===== src/rtl/im_loader_if.sv =====
// im_loader_if: byte stream (valid/ready) plus IM write port; master = source/memory side, slave = loader
interface im_loader_if;
  logic [7:0]  rx_data;
  logic        rx_valid;
  logic        rx_ready;
  logic        im_we;
  logic [31:0] im_addr;
  logic [31:0] im_wdata;
  modport master(output rx_data, rx_valid, input rx_ready, im_we, im_addr, im_wdata);
  modport slave(input rx_data, rx_valid, output rx_ready, im_we, im_addr, im_wdata);
endinterface


===== src/rtl/im_loader.sv =====
// im_loader: boot loader writing a counted big-endian word image into IM; ports clk, reset, start, bus (stream in, IM write out), cpu_hold, done, error
module im_loader #(
  parameter int          ADDR_WIDTH = 12,
  parameter logic [31:0] BASE_ADDR  = 32'h0000_3000
) (
  input  logic        clk,
  input  logic        reset,
  input  logic        start,
  im_loader_if.slave  bus,
  output logic        cpu_hold,
  output logic        done,
  output logic        error
);
  typedef enum logic [2:0] {IDLE, HDR0, HDR1, DATA, LAST, DONE, ERR} state_t;
  localparam logic [31:0] CAP = 32'(1) << ADDR_WIDTH;
  state_t state, state_n;
  logic [15:0] count;
  logic [15:0] cnt_n;
  logic [ADDR_WIDTH:0] idx;
  logic [1:0] bidx;
  logic [31:0] word;
  logic acc, last;
  assign bus.rx_ready = state == HDR0 || state == HDR1 || state == DATA;
  assign cpu_hold = state != DONE;
  assign done = state == DONE;
  assign error = state == ERR;
  assign acc = bus.rx_valid && bus.rx_ready;
  assign cnt_n = {count[15:8], bus.rx_data};
  assign last = 32'(idx) + 32'd1 == 32'(count);
  always_ff @(posedge clk)
    if (reset) state <= IDLE;
    else state <= state_n;
  always_comb begin
    state_n = state;
    case (state)
      IDLE, DONE, ERR: state_n = start ? HDR0 : state;
      HDR0: state_n = acc ? HDR1 : HDR0;
      HDR1: state_n = !acc ? HDR1 : 32'(cnt_n) > CAP ? ERR : cnt_n == 16'd0 ? LAST : DATA;
      DATA: state_n = acc && bidx == 2'd3 && last ? LAST : DATA;
      LAST: state_n = DONE;
      default: state_n = IDLE;
    endcase
  end
  always_ff @(posedge clk) begin
    if (reset) begin
      count <= '0;
      idx <= '0;
      bidx <= '0;
      word <= '0;
      bus.im_we <= 1'b0;
      bus.im_addr <= BASE_ADDR;
      bus.im_wdata <= '0;
    end else begin
      bus.im_we <= 1'b0;
      if (acc)
        case (state)
          HDR0: count[15:8] <= bus.rx_data;
          HDR1: begin
            count[7:0] <= bus.rx_data;
            idx <= '0;
            bidx <= '0;
          end
          DATA: begin
            word <= {word[23:0], bus.rx_data};
            bidx <= bidx + 2'd1;
            if (bidx == 2'd3) begin
              bus.im_we <= 1'b1;
              bus.im_addr <= BASE_ADDR + (32'(idx) << 2);
              bus.im_wdata <= {word[23:0], bus.rx_data};
              idx <= idx + 1'b1;
            end
          end
          default: ;
        endcase
    end
  end
endmodule


===== src/flat_wrapper.sv =====
// flat-port wrapper written by rule: the top's interface ports become plain ports
module im_loader_flat 
#(
  parameter int          ADDR_WIDTH = 12,
  parameter logic [31:0] BASE_ADDR  = 32'h0000_3000
)
  (clk, reset, start, cpu_hold, done, error, bus_rx_data, bus_rx_valid, bus_rx_ready, bus_im_we, bus_im_addr, bus_im_wdata);
  im_loader_if bus_i ();
  input  logic clk;
  input  logic reset;
  input  logic start;
  output logic cpu_hold;
  output logic done;
  output logic error;
  input wire logic [$bits(bus_i.rx_data)-1:0] bus_rx_data;
  input wire logic [$bits(bus_i.rx_valid)-1:0] bus_rx_valid;
  output wire logic [$bits(bus_i.rx_ready)-1:0] bus_rx_ready;
  output wire logic [$bits(bus_i.im_we)-1:0] bus_im_we;
  output wire logic [$bits(bus_i.im_addr)-1:0] bus_im_addr;
  output wire logic [$bits(bus_i.im_wdata)-1:0] bus_im_wdata;
  assign bus_i.rx_data = bus_rx_data;
  assign bus_i.rx_valid = bus_rx_valid;
  assign bus_rx_ready = bus_i.rx_ready;
  assign bus_im_we = bus_i.im_we;
  assign bus_im_addr = bus_i.im_addr;
  assign bus_im_wdata = bus_i.im_wdata;
  im_loader #(.ADDR_WIDTH(ADDR_WIDTH), .BASE_ADDR(BASE_ADDR)) u_core (.clk(clk), .reset(reset), .start(start), .bus(bus_i), .cpu_hold(cpu_hold), .done(done), .error(error));
endmodule

===== config.mk =====
export PLATFORM = sky130hd
export DESIGN_NAME = im_loader_flat
export DESIGN_NICKNAME = d
export VERILOG_FILES = /design/src/rtl/im_loader_if.sv /design/src/rtl/im_loader.sv /design/src/flat_wrapper.sv
export SDC_FILE = /design/constraint.sdc
export NUM_CORES = 1
export LEC_CHECK = 0
export CAP_MARGIN = 20
export CORE_MARGIN = 8
export CORE_UTILIZATION = 30
export CTS_CLUSTER_SIZE = 16
export DETAILED_ROUTE_END_ITERATION = 10
export PLACE_DENSITY = 0.53
export SLEW_MARGIN = 10
export SYNTH_ARGS = -nofsm -noshare
export SYNTH_HDL_FRONTEND = slang
export SYNTH_SLANG_ARGS = --single-unit

===== constraint.sdc =====
create_clock -name clk -period 7.2 [get_ports clk]
set_clock_uncertainty 0.1 [all_clocks]
set_input_delay 2.16 -clock clk [delete_from_list [all_inputs] [get_ports clk]]
set_output_delay 2.16 -clock clk [all_outputs]
set_load 0.05 [all_outputs]

# Yosys cells after proc, flatten, opt, wreduce, memory -nomap -nowiden

Cells that the tools add are included.

Bits of input ports: 12
Bits in registers: 123
Word-level logic and storage cells: 54
Output and inout port bits: 69

Bitwise operators: 2
Reductions and logical operators: 16
Equality and inequality tests: 11
Add/sub/neg operators: 4
Muxes and demuxes: 11
Magnitude comparators: 1

Operators with widths:

| operator                                              | count |
|---|---|
| == test 32 x 16 -> 1 bit                              | 1 |
| one-hot mux 13 bit (2 select lines)                   | 1 |
| adder 14 x 15 -> 16 bit (first input constant)        | 1 |
| > comparator 16 x 13 -> 1 bit (second input constant) | 1 |
| logical NOT 16 bit                                    | 1 |
| 2-to-1 mux 3 bit                                      | 5 |
| one-hot mux 3 bit (5 select lines)                    | 1 |
| adder 13 x 1 -> 14 bit (second input constant)        | 1 |
| adder 13 x 1 -> 13 bit (second input constant)        | 1 |
| 2-to-1 mux 13 bit                                     | 1 |
| == test 3 bit (second input constant)                 | 3 |
| AND reduction 2 bit                                   | 4 |
| == test 3 x 2 -> 1 bit (second input constant)        | 2 |
| AND reduction 3 bit                                   | 2 |
| OR reduction 3 bit                                    | 2 |
| != test 2 bit (second input constant)                 | 2 |
| one-hot mux 2 bit (2 select lines)                    | 1 |
| == test 3 x 1 -> 1 bit (second input constant)        | 1 |
| logical AND 1 bit                                     | 3 |
| logical NOT 3 bit                                     | 1 |
| != test 3 bit (second input constant)                 | 1 |
| adder 2 x 1 -> 2 bit (second input constant)          | 1 |
| == test 2 bit (second input constant)                 | 1 |
| logical OR 1 bit                                      | 2 |
| 4 further kinds                                       | 5 |

# Depth between registers and ports, before layout

Gate-level depths: netlist of the first run.

Depth after elaboration: 8
Mapped depth: 10
Mapped depth without buffers: 7

# Worst setup path after synthesis of the first run

Ideal clock, no wire load.

Path type: input to register
From: input port bus_rx_valid
To: register u_core.bus.im_addr[7]
Data arrival time: 3.623 ns
Setup slack: 3.407 ns
Path buffers: 4
Library setup time: 0.070 ns
Required time: 7.030 ns
Cell stages on the path: 8
Path through: and4b_1 clkbuf_1 and2_1 clkbuf_1 clkbuf_1 buf_1 nand2_1 a21oi_1

Longest elaborated chain between the ends: 2

Ends and longest elaborated chain:

| element                              | RTL line           | source |
|---|---|---|
| from (decl)                          | flat_wrapper.sv:16 | `input wire logic [$bits(bus_i.rx_valid)-1:0] bus_rx_valid;` |
| logical AND 1 bit                    | im_loader.sv:27    | `assign acc = bus.rx_valid && bus.rx_ready;` |
| AND reduction 3 bit (no source line) | --                 |  |
| to (signal assigned)                 | im_loader.sv:68    | `bus.im_addr <= BASE_ADDR + (32'(idx) << 2);` |
| to (decl)                            | im_loader_if.sv:10 | `modport slave(input rx_data, rx_valid, output rx_ready, im_we, im_addr, im_wdata);` |

Every way passes these cells.
A chain may end at the register's enable or synchronous reset.

# Worst setup path in the final report of the first run

From: input port bus_rx_valid
To: register u_core.bus.im_wdata[11]

Longest elaborated chain between the ends: 2

Ends and longest elaborated chain:

| element                              | RTL line           | source |
|---|---|---|
| logical AND 1 bit                    | im_loader.sv:27    |  |
| AND reduction 3 bit (no source line) | --                 |  |
| to (signal assigned)                 | im_loader.sv:69    | `bus.im_wdata <= {word[23:0], bus.rx_data};` |
| to (decl)                            | im_loader_if.sv:10 |  |

Every way passes these cells.

==> qor.csv, run 1 <==
metric,value,unit
rsz0062_at_grt,false,
viasPerCell,4.874,
h-tree-depth,3,
max_freq,208.0,MHz
drc,0,
setup_ws,2.393,ns
start_util,30.45,%
clk_latency,0.36,ns
slew_headroom,27.54,%
post-cts-setup-buffers,0,
worst_pin_slew,1.087,ns
grt_use_total,12.78,%
drive_gt1_share,3.756,%
vias,4031,
clock_path_buffers,2,
p_per_area,208.9,mW/mm²
synth_top_family_by_area,simple AND/OR/NAND/NOR gates,
end_kind,flip-flop,
cts_sinks,105,
yosysMostFrequentCell,nand2_1,
synth_mux_area_share,0.2187,%
p_leak,1.801,nW
yosysTopAreaCellShare,45.93,%
ant_nets,0,
synthArstFlopShare,0,%
area_delta_synth_final,19.79,%
port_buffers,62,
syn-cell-area,0.004577,mm²
overflow,0,
synth_cells,603,
worstSetupStartpoint,bus_rx_valid,
ys_types,50,
seq_area_frac_synth,45.93,%
synth_xor_area_share,3.445,%
synth_edf_count,0,
synthTopCellsByArea,"dfxtp_1, nand2_1, a21oi_1",
grt_antenna_before_repair,0,
power,0.001145,W
hold_buffers,0,
ioPinCount,81,
crit_fanout,33,
wl,12.15,mm
cts_tree,built,
top_layer,met4,
rrSetupSlack,4.04,ns
die_h,139.5,µm
crit_type,primary input to flip-flop,
coreArea,0.01503,mm²
wl_met1,5.602,mm
critPathArrivalTime,4.98,ns
grt_pass1_wl,20.29,mm
synth_compound_area_share,17.58,%
rows,45,
syn_area_per_cell,7.590,µm²
ys_warn_count,0,
finalSetupViolCount,0,
nets,651,
min_period,4.807,ns
clk_pin_slew,0.07,ns
synth_common_cells,"nand2_1, a21oi_1, dfxtp_1",
fp.dieW,139.5,µm
maxCapViolCount,0,
min-delay-path-class,flip-flop to flip-flop,
die-area,0.01946,mm²
synth.largest_area_cell,dfxtp_1,
grt_pass1_vias,3945,
wl_per_cell,14.70,µm
dp_slack,1.995,ns
finalMaxSlewViolations,0,
firstDrtPassIters,4,
vdd_drop_max,0.0001629,V
drt-initial-drc-count,263,
whs,0.3499,ns
critPathLaunchType,primary input,
cts_resized,0,
grt_max_degree,107,
synth-simple-area-share,24.52,%
r2r_start,u_core.state[1],
dr_wl_met2,5.651,mm
cp.required,7.37,ns
cts_root_buffer,clkbuf_16,
hpwl,8.349,mm
routed-wl-met3,783,µm
num_antenna_cells,0,
holdCritStartpoint,u_core.bus.im_addr[14],
finalHoldViolCount,0,
numCtsBuffers,9,
gp_congestion,0.8636,
min_period_over_period,66.76,%
synth-seq-cells,105,
synth_adder_area_share,1.093,%
setup-tns-final,0,ns
status,"complete, no violations",
synth_flop_cell,dfxtp_1,
==> path summary, 6_finish.rpt <==
kind                             end  depth (start not counted)
max          u_core.bus.im_wdata[11]                          6
min           u_core.bus.im_addr[14]                          2
max reg2reg  u_core.bus.im_wdata[11]                          5
min reg2reg   u_core.bus.im_addr[14]                          2
==> cell type report <==
| cell class | count | area (µm²) |
|---|---|---|
| fillers | 1603 | 9550 |
| multi-input cells | 449 | 2215 |
| flip-flops and latches | 105 | 2102 |
| repair buffers | 64 | 633.1 |
| well taps | 188 | 235.2 |
| clock buffers | 9 | 225.2 |
| clock inverters | 6 | 50.05 |
| inverters | 6 | 22.52 |
==> per-stage QoR <==
stage / instance area [µm²] / cells / util (%)
floorplan: 4641 / 620 / -
finish: 5483 / 827 / 36.47
global route: 5483 / 827 / 36.47
CTS: 5483 / 827 / 36.47
global placement: 5207 / 812 / 34.64
detailed placement: 5207 / 812 / 34.64
==> routing by layer <==
layer  GRT usage (%)  up-vias
li1                -     2057
met1           15.71     1867
met2           20.29      100
met3           4.720        7
met4           4.159        0
met5               0        -
==> sequential cells by signal, indices dropped and copies added, names as in the netlist <==
| register | flops |
|---|---|
| u_core.bidx | 2 |
| u_core.bus.im_we | 1 |
| u_core.bus.im_wdata | 32 |
| u_core.idx | 13 |
| u_core.count | 16 |
| u_core.word | 24 |
| u_core.bus.im_addr | 14 |
| u_core.state | 3 |
==> power breakdown <==
part | internal [W] | switching [W] | leakage (nW)
registers | 0.000586 | 0.00000848 | 0.847
clock network | 0.000238 | 0.000231 | 0.134
logic | 0.0000221 | 0.0000606 | 0.820
total | 0.000846 | 0.000300 | 1.80
==> logic make-up after synthesis <==
kind of cell	count (synthesis)
AO/OA/AOI/OAI	145
XOR/XNOR	18
adder cells (fa/ha/maj)	4
buffers and inverters	66
flip-flops	105
multiplexers	1
other	1
AND/OR/NAND/NOR	263
==> cells in the final DEF (no fill, tap or decap), types with 3 or more instances in the layout <==
master	count
nand4_1	5
nor2_1	22
nand3_1	10
xor2_1	3
clkbuf_16	9
nor3_1	8
o21ai_0	13
a211oi_1	4
inv_1	5
buf_4	3
or3_1	6
and2_1	4
nor4_1	5
conb_1	18
a21oi_1	106
nand2_1	187
clkdlybuf4s50_1	61
ha_1	4
xnor2_1	15
dfxtp_1	105
==> worst max-delay path, cell delays in order <==
cell and delay (ns):
clkdlybuf4s50_1 0.51, and4b_1 0.86, and2_1 0.73, buf_4 0.44
nand2_1 0.11, a21oi_1 0.14
Power figures use the tool's default switching activity.
==> run 2: changes to the inputs <==
--- a/config.mk
+++ b/config.mk
@@ -10,7 +10,7 @@
 export CORE_UTILIZATION = 30
 export CTS_CLUSTER_SIZE = 16
 export DETAILED_ROUTE_END_ITERATION = 10
-export PLACE_DENSITY = 0.53
+export PLACE_DENSITY = 0.55
 export SLEW_MARGIN = 10
 export SYNTH_ARGS = -nofsm -noshare
 export SYNTH_HDL_FRONTEND = slang
==> constraint.sdc (replaced) <==
create_clock -name clk -period 3.9 [get_ports clk]
set_clock_uncertainty 0.1 [all_clocks]
set_input_delay 1.17 -clock clk [delete_from_list [all_inputs] [get_ports clk]]
set_output_delay 1.17 -clock clk [all_outputs]
set_load 0.05 [all_outputs]
==> run 2 against run 1 <==
Effect of this change: final area rose by 1.6%; sequential power is 85% higher; final cell count is 1.1% higher; combinational power up 90%; wire length increased by 0.79%; sequential cell count is the same; critical path type is now flip-flop to primary output; largest cell class unchanged; highest routed layer unchanged.
==> qor.csv, run 2 (synthesis gave the netlist of run 1 again) <==
metric,value,unit
status,"complete, no violations",
vdd_drop_max,0.0001929,V
port_buffers,62,
top_register,u_core.bus.im_wdata,
cp_top_family,buffers and inverters,
cp.required,2.63,ns
worstSetupPathDepth,5,
crit_type,flip-flop to primary output,
hold_buffers,0,
overflow,0,
endpoint,done,
worstPathBufferInverterCount,3,
r2r_start,u_core.idx[0],
rows,45,
critPathLaunchType,flip-flop,
p_comb_share,7.4,%
slew_headroom,53.11,%
nFillCells,1586,
clk_pin_slew,0.07,ns
end_kind,primary output,
min_period,3.483,ns
design_area,0.005573,mm²
finalMaxSlewViolations,0,
drive_gt1_share,4.938,%
drt-initial-drc-count,271,
p_leak,1.856,nW
cts_resized,0,
layout_common_cells,"nand2_1, a21oi_1, dfxtp_1",
numCtsBuffers,9,
wl_per_cell,14.65,µm
h-tree-depth,3,
cts_sinks,105,
ioPinCount,81,
switching_share,24.80,%
r2r_end,u_core.state[0],
finalHoldViolCount,0,
cts_tree,built,
firstDrtPassIters,4,
min-delay-path-class,flip-flop to flip-flop,
nets,659,
largest_reg_flops,32,
rr_worst_depth,7,
maxCapViolCount,0,
critPathMaxStageDelay,0.79,ns
grt_max_degree,49,
fp.dieW,139.5,µm
clk_latency,0.34,ns
grt_use_total,13.01,%
start_util,30.45,%
rsz0062_at_grt,false,
seqPwrFrac,51.6,%
crit_fanout,8,
grt_pass1_wl,20.87,mm
final_common_cell,nand2_1,
coreArea,0.01503,mm²
placed_area,0.005278,mm²
rrSetupSlack,1.12,ns
die_h,139.5,µm
max_freq,287.1,MHz
top_regs,"u_core.bus.im_wdata: 32 flops, u_core.word: 24 flops, u_core.count: 16 flops",
ant_nets,0,
viasPerCell,4.955,
clock_path_buffers,2,
hpwl,8.872,mm
gp_congestion,0.8653,
min_period_over_period,89.31,%
critical-path-slowest-cell,clkdlybuf4s50_1,
power_switching,0.0005283,W
whs,0.3544,ns
setup-tns-final,0,ns
power,0.002130,W
area_delta_synth_final,21.76,%
worstSetupStartpoint,u_core.state[0],
wl,12.25,mm
fin_util,37.07,%
finalSetupViolCount,0,
cp_cell_sequence,"clkinv_1, nor2_1, nand2_1, inv_1, clkdlybuf4s50_1",
grt_pass1_vias,4007,
die-area,0.01946,mm²
drc,0,
vias,4142,
grt_antenna_before_repair,0,
p_per_area,382.3,mW/mm²
critPathArrivalTime,2.21,ns
worst_pin_slew,0.7034,ns
num_antenna_cells,0,
post-cts-setup-buffers,0,
cts_root_buffer,clkbuf_16,
pwr-share-clk,41.0,%
p_int,0.001602,W
## run 2: cell count changes in the layout (fill, tap and decap cells not counted), sizes merged
cell / delta
clkinvlp: -1
inv: -3
clkbuf: +3
clkinv: +2
buf: +8
## run 2: tightest hold or removal path, cell delays in order, from the launching register on
cell and delay (ns):
dfxtp_1 0.31, nand2_1 0.05, a21oi_1 0.05
## run 2: how the worst min path moves through the flow
stage,end,cells after the start,startpoint,slack (ns)
floorplan,u_core.bus.im_wdata[24],2,u_core.word[16],0.33
global placement,u_core.bus.im_wdata[1],2,u_core.bus.im_wdata[1],0.34
detailed placement,u_core.bus.im_addr[14],2,u_core.bus.im_addr[14],0.35
CTS,u_core.bus.im_addr[14],2,u_core.bus.im_addr[14],0.36
global route,u_core.bus.im_wdata[1],2,u_core.bus.im_wdata[1],0.37
finish,u_core.bus.im_addr[14],2,u_core.bus.im_addr[14],0.35
## run 2: layout make-up
cell class              instances  area, µm²  share of cell area [%]
clock buffers                  12      256.5                   4.603
inverters                       6      22.52                  0.4041
well taps                     188      235.2                   4.221
clock inverters                 4      38.79                  0.6960
multi-input cells             449       2215                   39.74
repair buffers                 72      703.2                   12.62
flip-flops and latches        105       2102                   37.72
## run 2: metrics by stage
| step | setup slack [ns] | instances |
|---|---|---|
| 2_1_floorplan | 1.097 | 620 |
| 3_3_place_gp | 0.5151 | 820 |
| 3_5_place_dp | 0.5186 | 820 |
| 4_1_cts | 0.4100 | 836 |
| 5_1_grt | 0.3039 | 836 |
| 6_report | 0.4168 | 836 |
## run 2: per-layer routing
metal	part of all wire, %	GRT usage (%)
met3	5.1	3.146
met2	47	20.68
met1	47	16.47
met4	1.6	5.604
met5	0	0
## run 2: power groups by stage
stage / Sequential (W) / Combinational [W] / Clock, W
detailed placement: 0.00112 / 0.000156 / 0
global route: 0.00110 / 0.000172 / 0.000952
finish: 0.00110 / 0.000157 / 0.000874
floorplan: 0.00111 / 0.000132 / 0
CTS: 0.00110 / 0.000157 / 0.000906
global placement: 0.00112 / 0.000155 / 0
